`config.mk`:
```
export PLATFORM = sky130hd
export DESIGN_NAME = msg_byte_scheduler
export DESIGN_NICKNAME = d
export VERILOG_FILES = /design/src/rtl/msg_sched_pkg.sv /design/src/rtl/msg_cooldown_timer.sv /design/src/rtl/msg_byte_scheduler.sv
export SDC_FILE = /design/constraint.sdc
export NUM_CORES = 1
export LEC_CHECK = 0
export ABC_CLOCK_PERIOD_IN_PS = 4800
export CAP_MARGIN = 20
export CORE_UTILIZATION = 45
export DETAILED_ROUTE_END_ITERATION = 10
export GPL_TIMING_DRIVEN = 1
export PLACE_DENSITY = 0.69
export SLEW_MARGIN = 0
export SYNTH_ARGS = -nofsm -noshare
export SYNTH_HDL_FRONTEND = slang
export SYNTH_SLANG_ARGS = --single-unit
```
`constraint.sdc`:
```
create_clock -name clk -period 4.8 [get_ports clk]
set_input_delay 0.96 -clock clk [delete_from_list [all_inputs] [get_ports clk]]
set_output_delay 0.96 -clock clk [all_outputs]
set_load 0.03 [all_outputs]
```
`src/rtl/msg_sched_pkg.sv`:
```
// Shared types and defaults for the message byte scheduler.
// Optional terminator forwarding is selected by MSG_SCHED_FWD_TERM_EN.
package msg_sched_pkg;

  typedef enum logic [2:0] {
    IDLE,
    EMIT_LO,
    EMIT_HI,
    CLOSE,
    COOLDOWN
  } state_t;

  localparam logic [7:0] TERM_BYTE = 8'h00;

  localparam int MAX_BYTES_DEF = 64;
  localparam int COOLDOWN_DEF  = 16;
  localparam int CNT_W_DEF     = 8;

  function automatic logic [7:0] sel_byte(
    input logic [15:0] w,
    input logic        hi
  );
    return hi ? w[15:8] : w[7:0];
  endfunction

endpackage

```
`src/rtl/msg_cooldown_timer.sv`:
```
// Hold-off counter: start loads 1, counts up to CYCLES, pulses done once.
// Reusable by any controller needing a fixed idle window.
module msg_cooldown_timer
  import msg_sched_pkg::*;
#(
  parameter int CYCLES = COOLDOWN_DEF
) (
  input  logic clk,
  input  logic rst_n,
  input  logic start,
  output logic done
);

  localparam int W = $clog2(CYCLES + 1);

  logic [W-1:0] cnt;
  logic         active;

  assign done = active && (cnt == W'(CYCLES));

  always_ff @(posedge clk or negedge rst_n) begin
    if (!rst_n) begin
      cnt    <= '0;
      active <= 1'b0;
    end else if (start) begin
      cnt    <= W'(1);
      active <= 1'b1;
    end else if (done) begin
      cnt    <= '0;
      active <= 1'b0;
    end else if (active) begin
      cnt    <= cnt + W'(1);
    end
  end

endmodule

```
`src/rtl/msg_byte_scheduler.sv`:
```
// Splits 16-bit message words into bytes, closes on terminator or length.
// MSG_SCHED_FWD_TERM_EN forwards the 0x00 terminator as a visible byte.
module msg_byte_scheduler
  import msg_sched_pkg::*;
#(
  parameter int MAX_BYTES       = MAX_BYTES_DEF,
  parameter int COOLDOWN_CYCLES = COOLDOWN_DEF,
  parameter int CNT_W           = CNT_W_DEF
) (
  input  logic             clk,
  input  logic             rst_n,
  input  logic             in_valid,
  output logic             in_ready,
  input  logic [15:0]      in_word,
  output logic             out_valid,
  input  logic             out_ready,
  output logic [7:0]       out_byte,
  output logic             busy,
  output logic             msg_done,
  output logic             overflow,
  output logic [CNT_W-1:0] byte_count
);

`ifdef MSG_SCHED_FWD_TERM_EN
  localparam bit FWD_TERM = 1'b1;
`else
  localparam bit FWD_TERM = 1'b0;
`endif

  state_t           state, state_n;
  logic [15:0]      word;
  logic             busy_r;
  logic             ovf_r;
  logic [CNT_W-1:0] cnt;

  logic             ld, inc, ovf_set;
  logic             tm_start, tm_done;
  logic [7:0]       cur;
  logic             is_term, at_max;

  assign cur     = sel_byte(word, state == EMIT_HI);
  assign is_term = (cur == TERM_BYTE);
  assign at_max  = (cnt + CNT_W'(1)) == CNT_W'(MAX_BYTES);

  msg_cooldown_timer #(
    .CYCLES(COOLDOWN_CYCLES)
  ) u_cool (
    .clk  (clk),
    .rst_n(rst_n),
    .start(tm_start),
    .done (tm_done)
  );

  always_comb begin
    state_n   = state;
    in_ready  = 1'b0;
    out_valid = 1'b0;
    out_byte  = 8'h00;
    ld        = 1'b0;
    inc       = 1'b0;
    ovf_set   = 1'b0;
    tm_start  = 1'b0;
    unique case (state)
      IDLE: begin
        in_ready = 1'b1;
        if (in_valid) begin
          ld      = 1'b1;
          state_n = EMIT_LO;
        end
      end
      EMIT_LO, EMIT_HI: begin
        if (is_term && !FWD_TERM) begin
          state_n = CLOSE;
        end else begin
          out_valid = 1'b1;
          out_byte  = cur;
          if (out_ready) begin
            if (is_term) begin
              state_n = CLOSE;
            end else begin
              inc = 1'b1;
              if (at_max) begin
                state_n = CLOSE;
                ovf_set = 1'b1;
              end else if (state == EMIT_LO) begin
                // a suppressed high terminator is skipped, not shown
                if (!FWD_TERM && word[15:8] == TERM_BYTE)
                  state_n = CLOSE;
                else
                  state_n = EMIT_HI;
              end else begin
                in_ready = 1'b1;
                if (in_valid) begin
                  ld      = 1'b1;
                  state_n = EMIT_LO;
                end else begin
                  state_n = IDLE;
                end
              end
            end
          end
        end
      end
      CLOSE: begin
        tm_start = 1'b1;
        state_n  = COOLDOWN;
      end
      COOLDOWN: begin
        if (tm_done) state_n = IDLE;
      end
      default: state_n = IDLE;
    endcase
  end

  always_ff @(posedge clk or negedge rst_n) begin
    if (!rst_n) begin
      state  <= IDLE;
      word   <= '0;
      busy_r <= 1'b0;
      ovf_r  <= 1'b0;
      cnt    <= '0;
    end else begin
      state <= state_n;
      ovf_r <= ovf_set;
      if (ld) word <= in_word;
      if (ld && !busy_r)
        busy_r <= 1'b1;
      else if (state == COOLDOWN && tm_done)
        busy_r <= 1'b0;
      if (ld && !busy_r)
        cnt <= '0;
      else if (inc)
        cnt <= cnt + CNT_W'(1);
    end
  end

  assign busy       = busy_r;
  assign msg_done   = (state == CLOSE);
  assign overflow   = (state == CLOSE) && ovf_r;
  assign byte_count = cnt;

endmodule

```
======== After elaboration in Yosys (flattened, before gate mapping) ========
Index checks and enable logic that the tools add are counted.
W data, S select, Z words.
storage, ports and cells
  bits in registers ....................... 35
  input port bits ......................... 20
  output and inout bits ................... 21
  logic and storage cells ................. 74
cells by class
  add/subtract/negate cells ............... 2
  equal/unequal tests ..................... 9
  mux-type cells .......................... 42
  reductions and logical operators ........ 14
operators by type and width
  kind                   number
  $mux W8                5
  $mux W1                25
  $mux W3                6
  $logic_not A8 Y1       2
  $mux W5                3
  $pmux W3 S4            1
  $add A8 B1 Y8 const B  1
  $eq A8 B7 Y1 const B   1
  $eq A3 B2 Y1 const B   2
  $reduce_bool A2 Y1     3
  $add A5 B1 Y5 const B  1
  $eq A5 B5 Y1 const B   1
  $logic_and A1 B1 Y1    4
  $ne A2 B2 Y1 const B   2
  $pmux W1 S2            2
  $eq A3 B1 Y1 const B   1
  $eq A3 B3 Y1 const B   1
  $logic_not A3 Y1       1
  $ne A3 B3 Y1 const B   1
  $reduce_and A3 Y1      1
  $reduce_bool A3 Y1     1
  $reduce_or A2 Y1       1
  $logic_not A1 Y1       1

======== Depth between registers and ports, before layout ========
Gate-level depths: netlist of run 1.
  depth after elaboration ................. 8
  depth in mapped cells ................... 7
  mapped depth without buffers ............ 7

======== By module ========
Synthesis of run 1 repeated with hierarchy kept, for this count alone.
unflattened totals
  cells, all modules ...................... 178
  area, all modules ....................... 1,964.4 sq um
modules (own cells, without submodules)
  module              times used  cells an instance  area each (sq um)  sequential area each (sq um)
  msg_byte_scheduler  1           150                1,664.1            725.7
  msg_cooldown_timer  1           28                 300.3              150.1

======== Worst setup path before layout of run 1 ========
OpenSTA, ideal clock, no wires.
  path kind ............................... register to output
  start point ............................. register cnt[4] (netlist: byte_count[4])
  end point ............................... output port in_ready
  arrival time ............................ 1.755 ns
  data required time ...................... 3.840 ns
  slack ................................... 2.085 ns
  stages on the path, launching flop included .. 5
  path buffers ............................ 0
  path through ............................ dfrtp_1 and4_1 and4b_1 o21a_1 o22ai_1
on the way
  longest elaborated chain between the ends .. 6
RTL lines
  element                 line                       RTL
  from (decl)             msg_byte_scheduler.sv:34   logic [CNT_W-1:0] cnt;
  from (signal assigned)  msg_byte_scheduler.sv:133  cnt <= cnt + CNT_W'(1);
  $add A8 B1 Y8           msg_byte_scheduler.sv:43   assign at_max = (cnt + CNT_W'(1)) == CNT_W'(MAX_BYTES);
  $eq A8 B7 Y1            msg_byte_scheduler.sv:43
  $mux W1                 msg_byte_scheduler.sv:82   if (at_max) begin
  $mux W1                 msg_byte_scheduler.sv:77   if (out_ready) begin
  $mux W1                 msg_byte_scheduler.sv:72   if (is_term && !FWD_TERM) begin
  $pmux W1 S2             msg_byte_scheduler.sv:63   unique case (state)
  to (decl)               msg_byte_scheduler.sv:13   output logic in_ready,
Every way passes these cells.

======== Final worst setup path of run 1 ========
  start point ............................. input port out_ready
  end point ............................... output port in_ready
on the way
  longest elaborated chain between the ends .. 3
RTL lines
  element      line                      RTL
  from (decl)  msg_byte_scheduler.sv:16  input logic out_ready,
  $mux W1      msg_byte_scheduler.sv:77
  $mux W1      msg_byte_scheduler.sv:72
  $pmux W1 S2  msg_byte_scheduler.sv:63
Every way passes these cells.

==> reports/metrics.yaml, run 1 <==
grt:
  grt-ovfl-total: 0
  grt_pass1_wl_um: 8300
  grt_pass1_vias: 1716
  antenna_found_initial: 0
  grt_max_degree: 36
  grt_use_total: 0.216
worst_setup_path:
  crit_chain: "clkdlybuf4s50_1 > nand2_4 > o22ai_1 > clkdlybuf4s50_1"
  crit_buf_inv: 2
  critical-path-max-stage-delay_ns: 0.80
  crit_type: "input pin to output pin"
  timing.rr.start: "word[8]"
  slowest_stage: "clkdlybuf4s50_1"
  cp_data_required_time_ns: 3.84
  end_kind: "output pin"
  worstSetupStartpoint: "out_ready"
  cp_top_family: "buffers and inverters"
  cpMostUsedCell: "clkdlybuf4s50_1"
  cp_data_arrival_time_ns: 2.74
  worst_setup_path_start_kind: "input pin"
  critPathMaxFanout: 11
sta:
  fin_worst_skew_ns: 0.00467
  finalCritPeriodShare: 0.771
  fmax_mhz: 270
  rsz0062_at_grt: "no"
  relSlewSlack: 0.397
  hold_viol_final: 0
  setup_tns_ns: 0
  period_minus_slack_ns: 3.70
  slew_violations: 0
  setup_viol: 0
  tightest_slew_ns: 0.896
yosys:
  synth-seq-area-share: 0.425
  synth_area_leader_cell: "dfrtp_1"
  syn_nets: 229
  yosysWarnings: 0
  ys.flop_type: "dfrtp_1"
  ys_seq_elements: 35
  synthesis.area_sq_um: 2060
  ys_types: 50
  syn_inst: 206
  synth-edff-count: 0
  synth_top_area_share: 0.425
  yosysMostFrequentCell: "dfrtp_1"
  synth_area_per_cell_sq_um: 10.0
  synth_common_cells: "dfrtp_1 (35), nand2_1 (24), inv_1 (20)"
  synth_async_sr_flop_share: 1.00
  synth_area_leaders: "dfrtp_1 (43%), o32ai_1 (6.4%), nand2_1 (4.4%)"
power_and_ir_drop:
  p_leak_nw: 1.11
  power.density_nw_per_um2: 626
  ir_drop_v: 0.000392
  total_power_mw: 1.61
floorplan:
  dieArea_sq_um: 4850
  io_pins: 41
  coreArea_sq_um: 4380
  die_h_um: 69.7
  std_cell_rows: 24
  die_w_um: 69.7
  initial_core_util: 0.470
worst_hold_path:
  hold_start: "u_cool.cnt[4]"
  hold_path_class: "flop to flop"
cts:
  cts_buffer_depth: 2
  cts_resized: 0
  cts_tree: "built"
  cts.sinks: 35
  path_clk_slew_ns: 0.07
  htree_levels: 2
  worstSkewPairLatency_ns: 0.29
  post_cts_buffers: 0
  cts_hold_repair.buffers: 0
  cts_root_buf: "clkbuf_8"
  cts_buffers: 5
routing:
  drt-initial-drc-count: 166
  viasPerCell: 5.91
  drt_wl_total_um: 4690
  drc: 0
  drt_first_pass_iters: 4
  vias: 1755
  ant_nets: 0
  avgRoutedWirePerCell_um: 15.8
finish:
  fin_nets: 267
  n_antenna_cell: 0
  drive_gt1_frac: 0.0939
  areaGrowthSynthToFinish_pct: 25.2
place:
  port_buffers: 40
  dp_hpwl_um: 3210
  place.gp.congestion: 0.809
outcome:
  status: "finished clean"
flow_run:
  drv_cap: 0
==> final timing paths <==
path                                 end  slack (ns)  cells past startpoint
setup / recovery                in_ready        1.10                      4
hold / removal             u_cool.cnt[4]        0.54                      2
setup reg to reg                    busy        2.40                      4
hold reg to reg            u_cool.cnt[4]        0.54                      2
max in group asynchronous  byte_count[7]        3.39                      2
min in group asynchronous  u_cool.cnt[4]        1.08                      2
==> cell type report <==
class | instances | area, sq um
Sequential cell | 35 | 876
Inverter | 20 | 75.1
Clock buffer | 7 | 96.3
Timing Repair Buffer | 42 | 415
Clock inverter | 1 | 7.51
Multi-Input combinational cell | 140 | 1040
Fill cell | 391 | 1810
Tap cell | 52 | 65.1
==> state kept, by name, summed over array words and instances, names as in the netlist <==
name and flops:
u_cool.active 1, u_cool.cnt 5, state 3, word 16
ovf_r 1, byte_count 8, busy 1
==> stage by stage <==
stage	utilization	worst slack [ns]	std cells	hold slack (ns)	instance area [sq um]
4_1_cts	0.588	1.10	297	0.545	2580
5_1_grt	0.588	1.02	297	0.592	2580
6_report	0.588	1.10	297	0.541	2580
3_3_place_gp	0.564	1.13	289	0.521	2470
3_5_place_dp	0.564	1.10	289	0.532	2470
2_1_floorplan	-	2.08	206	0.497	2060
==> logic make-up (layout without fill, tap and decap cells) <==
group / Yosys count / after routing / synth area share
simple gates: 64 / 64 / 0.177
mux: 2 / 2 / 0.0103
buf+inv: 31 / 70 / 0.0686
flops: 35 / 35 / 0.425
xor+xnor: 10 / 10 / 0.0425
fa+ha+maj: 3 / 3 / 0.0182
compound gates: 61 / 61 / 0.258
==> layer usage <==
| layer | vias up | global-route usage | wire [um] |
|---|---|---|---|
| li1 | 851 | - | - |
| met1 | 850 | 0.293 | 2200 |
| met2 | 49 | 0.338 | 2190 |
| met3 | 5 | 0.0480 | 239 |
| met4 | 0 | 0.0822 | 63 |
| met5 | - | 0 | 0 |
==> worst min-delay path, stage by stage, from the launching register on <==
cell and delay [ns]:
dfrtp_1 0.37, xor2_1 0.07, nor2_1 0.07
==> cell usage in the layout (no fill, tap or decap), types with 2 or more instances in the layout <==
cell type,n
clkdlybuf4s50_1,40
dfrtp_1,35
nand2_1,24
inv_1,20
o32ai_1,15
nor2_1,9
a22o_1,8
o31a_1,8
xnor2_1,7
clkbuf_8,7
o211ai_1,6
a211oi_1,4
nor4_1,4
xor2_1,3
o2111ai_1,3
and3_1,3
o21ai_0,3
ha_1,3
and4_1,2
nand2b_1,2
a21oi_1,2
a21oi_4,2
or2_2,2
nor3b_2,2
nand3b_1,2
nand3_1,2
and3b_1,2
nand4_1,2
buf_4,2
==> power by group <==
part | internal (mW) | switching, mW | total (mW)
combinational | 0.342 | 0.479 | 0.821
sequential | 0.413 | 0.140 | 0.552
clock | 0.131 | 0.110 | 0.241
Power figures use the tool's default switching activity.
==> run 2, diff against run 1 <==
--- a/config.mk
+++ b/config.mk
@@ -5,7 +5,7 @@
 export SDC_FILE = /design/constraint.sdc
 export NUM_CORES = 1
 export LEC_CHECK = 0
-export ABC_CLOCK_PERIOD_IN_PS = 4800
+export ABC_CLOCK_PERIOD_IN_PS = 3500
 export CAP_MARGIN = 20
 export CORE_UTILIZATION = 45
 export DETAILED_ROUTE_END_ITERATION = 10
==> constraint.sdc (replaced) <==
create_clock -name clk -period 3.5 [get_ports clk]
set_input_delay 0.7 -clock clk [delete_from_list [all_inputs] [get_ports clk]]
set_output_delay 0.7 -clock clk [all_outputs]
set_load 0.03 [all_outputs]
==> run 2 against run 1 <==
Power up 43%. Hold slack better by 0.011 ns. Critical path type is now flop to output pin. Clock power up 59%. Die area unchanged. Largest power group unchanged. Register-to-register slack worse by 1.2 ns.
==> reports/metrics.yaml, run 2 (synthesis gave the netlist of run 1 again) <==
worst_hold_path:
  hold_path_class: "flop to flop"  # unchanged
  hold_start: "u_cool.cnt[4]"  # unchanged
outcome:
  status: "finished clean"  # unchanged
finish:
  largest_reg_flops: 16  # unchanged
  drive_gt1_frac: 0.112  # was 0.0939
  mostFrequentLayoutCells: "clkdlybuf4s50_1 (40), dfrtp_1 (35), nand2_1 (24)"  # unchanged
  n_antenna_cell: 0  # unchanged
  fin_nets: 272  # was 267
  areaGrowthSynthToFinish_pct: 27.6  # was 25.2%
  largest_register: "word"  # unchanged
  layout_commonest_cell: "clkdlybuf4s50_1"  # unchanged
routing:
  drt-initial-drc-count: 101  # was 166
  drt_wl_total_um: 4690  # about the same
  vias: 1752  # was 1755
  viasPerCell: 5.80  # was 5.91
  drt_first_pass_iters: 4  # unchanged
  avgRoutedWirePerCell_um: 15.5  # was 15.8 um
  ant_nets: 0  # unchanged
  drc: 0  # unchanged
power_and_ir_drop:
  p_clk_frac: 0.166  # was 0.149
  power.density_nw_per_um2: 877  # was 626 nW/um^2
  swShare: 0.436  # was 0.452
  power_frac_comb: 0.508  # was 0.509
  seqPwrFrac: 0.327  # was 0.342
  p_int_mw: 1.30  # was 0.885 mW
  total_power_mw: 2.30  # was 1.61 mW
  ir_drop_v: 0.000578  # was 0.000392 V
  p_leak_nw: 1.15  # was 1.11 nW
  switching_power_mw: 1.01  # was 0.729 mW
place:
  dp_hpwl_um: 3140  # was 3210 um
  place.gp.congestion: 0.803  # was 0.809
  port_buffers: 40  # unchanged
cts:
  cts_root_buf: "clkbuf_8"  # unchanged
  post_cts_buffers: 0  # unchanged
  htree_levels: 2  # unchanged
  cts_buffers: 5  # unchanged
  worstSkewPairLatency_ns: 0.29  # about the same
  cts_hold_repair.buffers: 0  # unchanged
  path_clk_slew_ns: 0.07  # about the same
  cts_buffer_depth: 2  # unchanged
  cts.sinks: 35  # unchanged
  cts_resized: 0  # unchanged
  cts_tree: "built"  # unchanged
grt:
  globalRouteMet2Util: 0.321  # was 0.338
  grt-ovfl-total: 0  # unchanged
  antenna_found_initial: 0  # unchanged
  grt_use_met1: 0.304  # was 0.293
  met3_usage: 0.0480  # unchanged
  busiest_layer: "met2"  # unchanged
  grt_use_total: 0.214  # was 0.216
  grt_max_degree: 36  # unchanged
  grt_pass1_wl_um: 8160  # was 8300 um
  grt_pass1_vias: 1666  # was 1716
worst_setup_path:
  crit_type: "flop to output pin"  # was input pin to output pin
  cp_data_required_time_ns: 2.80  # was 3.84 ns
  critPathMaxFanout: 11  # unchanged
  worst_setup_path_start_kind: "flop"  # was input pin
  cp_data_arrival_time_ns: 2.52  # was 2.74 ns
  timing.rr.start: "state[2]"  # was word[8]
  worstSetupStartpoint: "state[2]"  # was out_ready
  end_kind: "output pin"  # unchanged
floorplan:
  std_cell_rows: 24  # unchanged
  initial_core_util: 0.470  # unchanged
  die_h_um: 69.7  # unchanged
  dieArea_sq_um: 4850  # unchanged
  die_w_um: 69.7  # unchanged
  io_pins: 41  # unchanged
  coreArea_sq_um: 4380  # unchanged
sta:
  relSlewSlack: 0.491  # was 0.397
  fmax_mhz: 311
  fin_worst_skew_ns: 0.00467  # about the same
  tightest_slew_ns: 0.763  # was 0.896 ns
  rsz0062_at_grt: "no"  # unchanged
  period_minus_slack_ns: 3.22
  setup_tns_ns: 0  # unchanged
  slew_violations: 0  # unchanged
  finalCritPeriodShare: 0.920
  setup_viol: 0  # unchanged
  hold_viol_final: 0  # unchanged
flow_run:
  drv_cap: 0  # unchanged
==> run 2: cell types whose count changed in the layout (fill, tap and decap cells not counted), sizes merged <==
| cell | before | now |
|---|---|---|
| buf | 2 | 7 |
| bufinv | 0 | 1 |
| clkbuf | 7 | 6 |
| clkinv | 0 | 1 |
| clkinvlp | 1 | 0 |
==> run 2: cell type report <==
cell class	instances	area, sq um
sequential	35	876
multi-input combinational	140	1040
clock buffer	6	82.6
clock inverter	2	35.0
fill	389	1760
inverter	20	75.1
tap	52	65.1
timing repair buffer	47	453
==> run 2: layer usage <==
layer / part of all wire / routed length [um]
met5: 0 / 0
met4: 0.016 / 75
met3: 0.043 / 204
met2: 0.46 / 2160
met1: 0.48 / 2250
==> run 2: critical path, stage by stage (launching register included) <==
cell             delay [ns]
dfrtp_1                0.50
or3b_4                 0.45
a21oi_4                0.32
nand2_4                0.10
o22ai_1                0.16
clkdlybuf4s50_1        0.69
==> run 2: stage by stage <==
step	std cells	utilization	setup slack, ns	hold slack (ns)	cell area [sq um]
after floorplan	206	-	1.04	0.404	2060
after global placement	294	0.573	0.632	0.518	2510
after detailed placement	294	0.573	0.591	0.542	2510
after CTS	302	0.600	0.266	0.554	2630
after global routing	302	0.600	0.145	0.588	2630
final	302	0.600	0.281	0.552	2630
==> run 2: power groups by stage <==
stage / Combinational [mW] / Clock (mW) / Sequential [mW]
2_1_floorplan: 0.803 / 0 / 0.741
3_3_place_gp: 1.15 / 0 / 0.754
3_5_place_dp: 1.17 / 0 / 0.757
4_1_cts: 1.18 / 0.392 / 0.751
5_1_grt: 1.28 / 0.407 / 0.778
6_report: 1.17 / 0.382 / 0.753
==> run 2: path summary, 6_finish.rpt <==
path                                  to  slack, ns  cells past startpoint
max reg2reg                     word[13]       1.17                      5
max                             in_ready       0.28                      5
min reg2reg                u_cool.cnt[4]       0.55                      2
max in group asynchronous        word[5]       2.37                      2
min                        u_cool.cnt[4]       0.55                      2
min in group asynchronous  u_cool.cnt[4]       0.80                      2
